## config.mk

```make
export PLATFORM = sky130hd
export DESIGN_NAME = palette_scanout
export DESIGN_NICKNAME = d
export VERILOG_FILES = /design/src/rtl/palette_scanout.sv
export SDC_FILE = /design/constraint.sdc
export NUM_CORES = 2
export LEC_CHECK = 0
export BUFFER_PORTS_ARGS = -buffer_cell sky130_fd_sc_hd__buf_4
export CAP_MARGIN = 20
export CORE_MARGIN = 5
export CORE_UTILIZATION = 45
export CTS_CLUSTER_DIAMETER = 40
export DETAILED_ROUTE_END_ITERATION = 8
export SYNTH_ARGS = -nofsm -noshare
export SYNTH_HDL_FRONTEND = slang
export SYNTH_SLANG_ARGS = --single-unit
```

## constraint.sdc

```tcl
create_clock -name clk -period 4.2 [get_ports clk]
set_clock_uncertainty 0.1 [all_clocks]
set_input_delay 0.42 -clock clk [delete_from_list [all_inputs] [get_ports clk]]
set_output_delay 0.42 -clock clk [all_outputs]
set_load 0.02 [all_outputs]
```

## src/rtl/palette_scanout.sv

```systemverilog
// Display fetch stage: reads two-pixel words over Avalon-MM into a FIFO and
// streams RGB565 pixels in raster order, with start-of-frame and end-of-line marks.
module palette_scanout #(
  parameter int WIDTH           = 480,
  parameter int HEIGHT          = 272,
  parameter int FIFO_DEPTH      = 64,
  parameter int MAX_OUTSTANDING = 8,
  parameter int ADDR_W          = 24
) (
  input  logic              clk,
  input  logic              reset,
  input  logic              frame_start,
  input  logic [ADDR_W-1:0] frame_base,
  output logic              busy,
  output logic              frame_done,
  output logic              avm_read,
  output logic [ADDR_W-1:0] avm_address,
  input  logic              avm_waitrequest,
  input  logic [31:0]       avm_readdata,
  input  logic              avm_readdatavalid,
  output logic [15:0]       pix_data,
  output logic              pix_valid,
  input  logic              pix_ready,
  output logic              pix_sof,
  output logic              pix_eol
);

  localparam int WORDS  = WIDTH * HEIGHT / 2;
  localparam int CNT_W  = $clog2(WORDS + 1);
  localparam int PTR_W  = $clog2(FIFO_DEPTH);
  localparam int FCNT_W = $clog2(FIFO_DEPTH + 1);
  localparam int OUT_W  = $clog2(MAX_OUTSTANDING + 1);
  localparam int SUM_W  = $clog2(FIFO_DEPTH + MAX_OUTSTANDING + 1);
  localparam int X_W    = (WIDTH > 1) ? $clog2(WIDTH) : 1;
  localparam int Y_W    = (HEIGHT > 1) ? $clog2(HEIGHT) : 1;

  typedef enum logic [1:0] {
    IDLE  = 2'd0,
    FETCH = 2'd1,
    DRAIN = 2'd2
  } state_e;

  state_e state_q, state_d;

  logic [ADDR_W-1:0] addr_q, addr_d;
  logic [CNT_W-1:0]  issuedCnt_q, issuedCnt_d;
  logic [OUT_W-1:0]  outstanding_q, outstanding_d;
  logic [FCNT_W-1:0] fifoCount_q, fifoCount_d;
  logic [PTR_W-1:0]  wrPtr_q, wrPtr_d;
  logic [PTR_W-1:0]  rdPtr_q, rdPtr_d;
  logic              half_q, half_d;
  logic [X_W-1:0]    x_q, x_d;
  logic [Y_W-1:0]    y_q, y_d;
  logic              done_q, done_d;
  logic [31:0]       fifoMem_q [FIFO_DEPTH];

  logic [SUM_W-1:0] inFlight;
  logic             canIssue;
  logic             readReq;
  logic             accept;
  logic             push;
  logic             pop;
  logic             pixValid;
  logic             handshake;
  logic             lastPixel;
  logic             xAtEnd;
  logic [31:0]      fifoHead;

  // Words already buffered plus words still owed must fit in the FIFO, so a
  // response always finds a free slot.
  assign inFlight  = SUM_W'(fifoCount_q) + SUM_W'(outstanding_q);
  assign canIssue  = (inFlight < SUM_W'(FIFO_DEPTH)) &&
                     (outstanding_q < OUT_W'(MAX_OUTSTANDING));
  assign readReq   = (state_q == FETCH) && canIssue;
  assign accept    = readReq && !avm_waitrequest;
  assign push      = avm_readdatavalid && (outstanding_q != '0);
  assign pixValid  = (fifoCount_q != '0);
  assign handshake = pixValid && pix_ready;
  assign pop       = handshake && half_q;
  assign xAtEnd    = (x_q == X_W'(WIDTH - 1));
  assign lastPixel = handshake && xAtEnd && (y_q == Y_W'(HEIGHT - 1));
  assign fifoHead  = fifoMem_q[rdPtr_q];

  always_comb begin
    state_d = state_q;
    case (state_q)
      IDLE:    if (frame_start) state_d = FETCH;
      FETCH:   if (accept && (issuedCnt_q == CNT_W'(WORDS - 1))) state_d = DRAIN;
      DRAIN:   if (lastPixel) state_d = IDLE;
      default: state_d = IDLE;
    endcase
  end

  always_comb begin
    addr_d        = addr_q;
    issuedCnt_d   = issuedCnt_q;
    outstanding_d = outstanding_q;
    fifoCount_d   = fifoCount_q;
    wrPtr_d       = wrPtr_q;
    rdPtr_d       = rdPtr_q;
    half_d        = half_q ^ handshake;
    x_d           = x_q;
    y_d           = y_q;
    done_d        = (state_q == DRAIN) && lastPixel;

    if ((state_q == IDLE) && frame_start) begin
      addr_d      = frame_base;
      issuedCnt_d = '0;
    end else if (accept) begin
      addr_d      = addr_q + ADDR_W'(1);
      issuedCnt_d = issuedCnt_q + CNT_W'(1);
    end

    if (accept && !push) begin
      outstanding_d = outstanding_q + OUT_W'(1);
    end else if (!accept && push) begin
      outstanding_d = outstanding_q - OUT_W'(1);
    end

    if (push && !pop) begin
      fifoCount_d = fifoCount_q + FCNT_W'(1);
    end else if (!push && pop) begin
      fifoCount_d = fifoCount_q - FCNT_W'(1);
    end

    if (push) wrPtr_d = wrPtr_q + PTR_W'(1);
    if (pop)  rdPtr_d = rdPtr_q + PTR_W'(1);

    // Raster position tracks the pixel currently presented on the output.
    if (handshake) begin
      if (xAtEnd) begin
        x_d = '0;
        y_d = (y_q == Y_W'(HEIGHT - 1)) ? '0 : y_q + Y_W'(1);
      end else begin
        x_d = x_q + X_W'(1);
      end
    end
  end

  always_ff @(posedge clk) begin
    if (reset) begin
      state_q <= IDLE;
    end else begin
      state_q <= state_d;
    end
  end

  always_ff @(posedge clk) begin
    if (reset) begin
      addr_q        <= '0;
      issuedCnt_q   <= '0;
      outstanding_q <= '0;
      fifoCount_q   <= '0;
      wrPtr_q       <= '0;
      rdPtr_q       <= '0;
      half_q        <= 1'b0;
      x_q           <= '0;
      y_q           <= '0;
      done_q        <= 1'b0;
    end else begin
      addr_q        <= addr_d;
      issuedCnt_q   <= issuedCnt_d;
      outstanding_q <= outstanding_d;
      fifoCount_q   <= fifoCount_d;
      wrPtr_q       <= wrPtr_d;
      rdPtr_q       <= rdPtr_d;
      half_q        <= half_d;
      x_q           <= x_d;
      y_q           <= y_d;
      done_q        <= done_d;
    end
  end

  // Storage needs no reset: the pointers and count define what is valid.
  always_ff @(posedge clk) begin
    if (push) fifoMem_q[wrPtr_q] <= avm_readdata;
  end

  assign busy        = (state_q != IDLE);
  assign frame_done  = done_q;
  assign avm_read    = readReq;
  assign avm_address = addr_q;
  assign pix_valid   = pixValid;
  assign pix_data    = pixValid ? (half_q ? fifoHead[15:0] : fifoHead[31:16]) : 16'h0000;
  assign pix_sof     = pixValid && (x_q == '0) && (y_q == '0);
  assign pix_eol     = pixValid && xAtEnd;

endmodule

```

==> flow_metrics.env <==
export IMPL_status="complete, no violations"
export IMPL_cts_buffers=301
export IMPL_viasPerCell=6.04
export IMPL_cpLargestDelayFamily="buffers and inverters"
export IMPL_antenna_found_initial=4
export IMPL_fp_dieW_um=438
export IMPL_synth_seq_cells=2139
export IMPL_globalRouteOverflowTotal=0
export IMPL_synth_top_area_share_pct=74.5
export IMPL_slowest_delay_ps=420
export IMPL_rsz0062_at_grt="true"
export IMPL_place_inst=6542
export IMPL_clk_pin_slew_ps=50
export IMPL_crit_fanout=14
export IMPL_end_kind="output pin"
export IMPL_fill_cells=13800
export IMPL_critical_path_required_ps=3680
export IMPL_start_kind="register"
export IMPL_synth_area_top_cells="edfxtp_1 (75%), mux4_2 (11%), dfxtp_1 (2.2%), mux2i_1 (1.6%), mux2_2 (1.3%)"
export IMPL_setup_slack_ps=56.1
export IMPL_syn_to_final_growth_pct=21.6
export IMPL_cts_tree="built"
export IMPL_hold_violations=0
export IMPL_synth_warnings=0
export IMPL_start_util_pct=45.2
export IMPL_wl_um=219000
export IMPL_maxSlewViolCount=0
export IMPL_syn_avg_cell_area_um2=20.4
export IMPL_detail_route_antenna_nets=0
export IMPL_worstSetupPathType="reg -> out"
export IMPL_hold_end="fifoMem_q[14][18]"
export IMPL_drive_gt1_share_pct=32.5
export IMPL_cp_cell_sequence="buf_4, buf_12, buf_16, buf_6, mux4_2, mux2_2, a221o_1, nand2_2, o22ai_4, buf_4"
export IMPL_hold_start="avm_readdata[18]"
export IMPL_pre_cts_ws_ps=-149
export IMPL_powerDensity_nw_per_um2=554
export IMPL_routedWlPerCell_um=30.5
export IMPL_grt_first_pass_wirelength_um=315000
export IMPL_grt_max_degree=65
export IMPL_postPlaceCellArea_um2=88400
export IMPL_yosysTopAreaCell="edfxtp_1"
export IMPL_multi_input_area_um2=19300
export IMPL_synth_net_count=4128
export IMPL_rows=157
export IMPL_fin_crit_sh_pct=98.7
export IMPL_grt_usage_pct=22.7
export IMPL_clk_latency_ps=880
export IMPL_regArea_um2=63300
export IMPL_nets=4658
export IMPL_hold_class="in -> reg"
export IMPL_yosysSeqAreaShare_pct=76.7
export IMPL_fin_setup_tns_ps=0
export IMPL_htreeDepth=5
export IMPL_cts_root_buf="clkbuf_16"
export IMPL_crit_path_frequent_cell="buf_4"
export IMPL_netlist_cell_type_count=59
export IMPL_gp_congestion=0.813
export IMPL_netlist_instances=4043
export IMPL_reg2reg_slack_ps=500
export IMPL_async_flop_share_pct=0
export IMPL_netlist_area_um2=82500
export IMPL_critPathBufInv=5
export IMPL_portBuffers=107
export IMPL_rr_endpoint="fifoCount_q[6]"
export IMPL_worst_path_max_delay_cell="dfxtp_4"
export IMPL_die_h_um=438
export IMPL_layout_min_cycle_time_ps=4140
export IMPL_final_cells=7174
export IMPL_finalCoreUtilization_pct=54.9
export IMPL_fmax_mhz=241
export IMPL_cts_sinks=2139
export IMPL_drt_iter0_markers=4256
export IMPL_dpl_hpwl_um=124000
export IMPL_tightestPinTransition_ps=1020
export IMPL_setup_viol=0
export IMPL_drc=0
export IMPL_clockBufferDepth=4
export IMPL_crit_reg2reg_launch="fifoCount_q[2]"
export IMPL_dr_pass1_iters=5
export IMPL_maxCapViolations=0
export IMPL_die_area_um2=192000
export IMPL_p_leak_nw=31.4
export IMPL_path_depth=10
export IMPL_crit_arrival_ps=3620
export IMPL_whs_path_depth=1
export IMPL_synth_edf_count=2048
export IMPL_yosysMostFrequentCell="edfxtp_1"
export IMPL_ios=108
export IMPL_final_area_um2=100000
export IMPL_core_um2=183000
export IMPL_grt_pass1_vias=43900
export IMPL_synthFlopType="edfxtp_1"
export IMPL_via_count=43300
export IMPL_ys_top_cells_by_count="edfxtp_1 (2048), mux4_2 (416), clkbuf_1 (156)"
export IMPL_relSlewSlack_pct=31.1
export IMPL_peakVddDrop_uv=543
export IMPL_rr_worst_depth=13
-- worst reg2reg max path, delay by kind of cell (launching register included) --
family,cells,cell delay (ps)
buffers and inverters,3,460
AO/OA/AOI/OAI,5,910
adder cells (fa/ha/maj),3,920
multiplexers,1,350
flip-flops,1,340
AND/OR/NAND/NOR,1,500
-- layer usage --
layer | share of wire [%] | GRT usage [%] | wire [um]
met3 | 7.4 | 4.43 | 16200
met5 | 0.0059 | 0 | 13
met2 | 49 | 37.2 | 108000
met1 | 40 | 30.6 | 87100
met4 | 3.3 | 7.68 | 7170
-- worst max-delay path by stage --
| stage | slack [ps] | endpoint |
|---|---|---|
| 2_1_floorplan | 890 | outstanding_q[3] |
| 3_3_place_gp | -150 | pix_data[3] |
| 3_5_place_dp | -150 | pix_data[3] |
| 4_1_cts | -80 | pix_data[9] |
| 5_1_grt | -50 | pix_data[15] |
| 6_report | 60 | pix_data[3] |
-- power breakdown --
part	leakage (nW)	internal (W)	switching, W	total [W]
Combinational	7.47	0.00292	0.00395	0.00687
Clock	4.82	0.0156	0.00934	0.0249
Sequential	19.2	0.0236	0.000166	0.0238
Total	31.4	0.0421	0.0134	0.0556
-- registers in the layout, summed over array words and instances (netlist names), 2 cells and up, named ones only --
signal,cells
avm_address,24
wrPtr_q,6
outstanding_q,4
state_q,2
y_q,9
fifoCount_q,7
fifoMem_q,2048
rdPtr_q,6
issuedCnt_q,16
x_q,9
-- cell families after synthesis --
| kind of cell | count (synthesis) | synth area share, % |
|---|---|---|
| AO/OA/AOI/OAI | 445 | 4.06 |
| multiplexers | 647 | 14.3 |
| XOR/XNOR | 29 | 0.308 |
| flip-flops | 2139 | 76.7 |
| AND/OR/NAND/NOR | 498 | 2.96 |
| adder cells (fa/ha/maj) | 23 | 0.367 |
| buffers and inverters | 262 | 1.27 |
-- what timing repair did --
action,in CTS,in global routing
hold buffers,60,0
endpoints found under the hold margin,1605,0
buffers inserted,30,12
resized for setup,128,29
pin swaps,8,9
setup endpoints to repair,16,15
gates cloned,10,2
-- layout make-up --
| class | count | area share, % |
|---|---|---|
| flip-flops and latches | 2139 | 63.1 |
| multi-input cells | 1645 | 19.2 |
| clock buffers | 339 | 7.88 |
| repair buffers | 459 | 4.76 |
| well taps | 2385 | 2.97 |
| clock inverters | 179 | 1.99 |
| inverters | 27 | 0.101 |
| diodes | 1 | 0.00249 |
-- per-stage QoR --
| stage | hold WS [ps] | total power (W) |
|---|---|---|
| floorplan | 348 | 0.0276 |
| global placement | 358 | 0.0305 |
| CTS | 19.9 | 0.0560 |
| finish | 28.0 | 0.0556 |
| detailed placement | 373 | 0.0305 |
| global route | 27.9 | 0.0574 |
-- cell usage in the layout (no fill, tap or decap), drive strengths merged, types with 37 or more instances in the layout --
master,netlist,layout
a211oi,37,37
a21oi,38,38
a221oi,47,47
a22oi,113,113
buf,79,391
clkbuf,156,341
clkinv,0,92
dfxtp,91,91
dlygate4sd3,0,60
edfxtp,2048,2048
inv,27,63
mux2,98,98
mux2i,133,133
mux4,416,416
nand2,112,112
nand3,83,83
nor2,145,146
o221ai,49,49
Power figures use the tool's default switching activity.
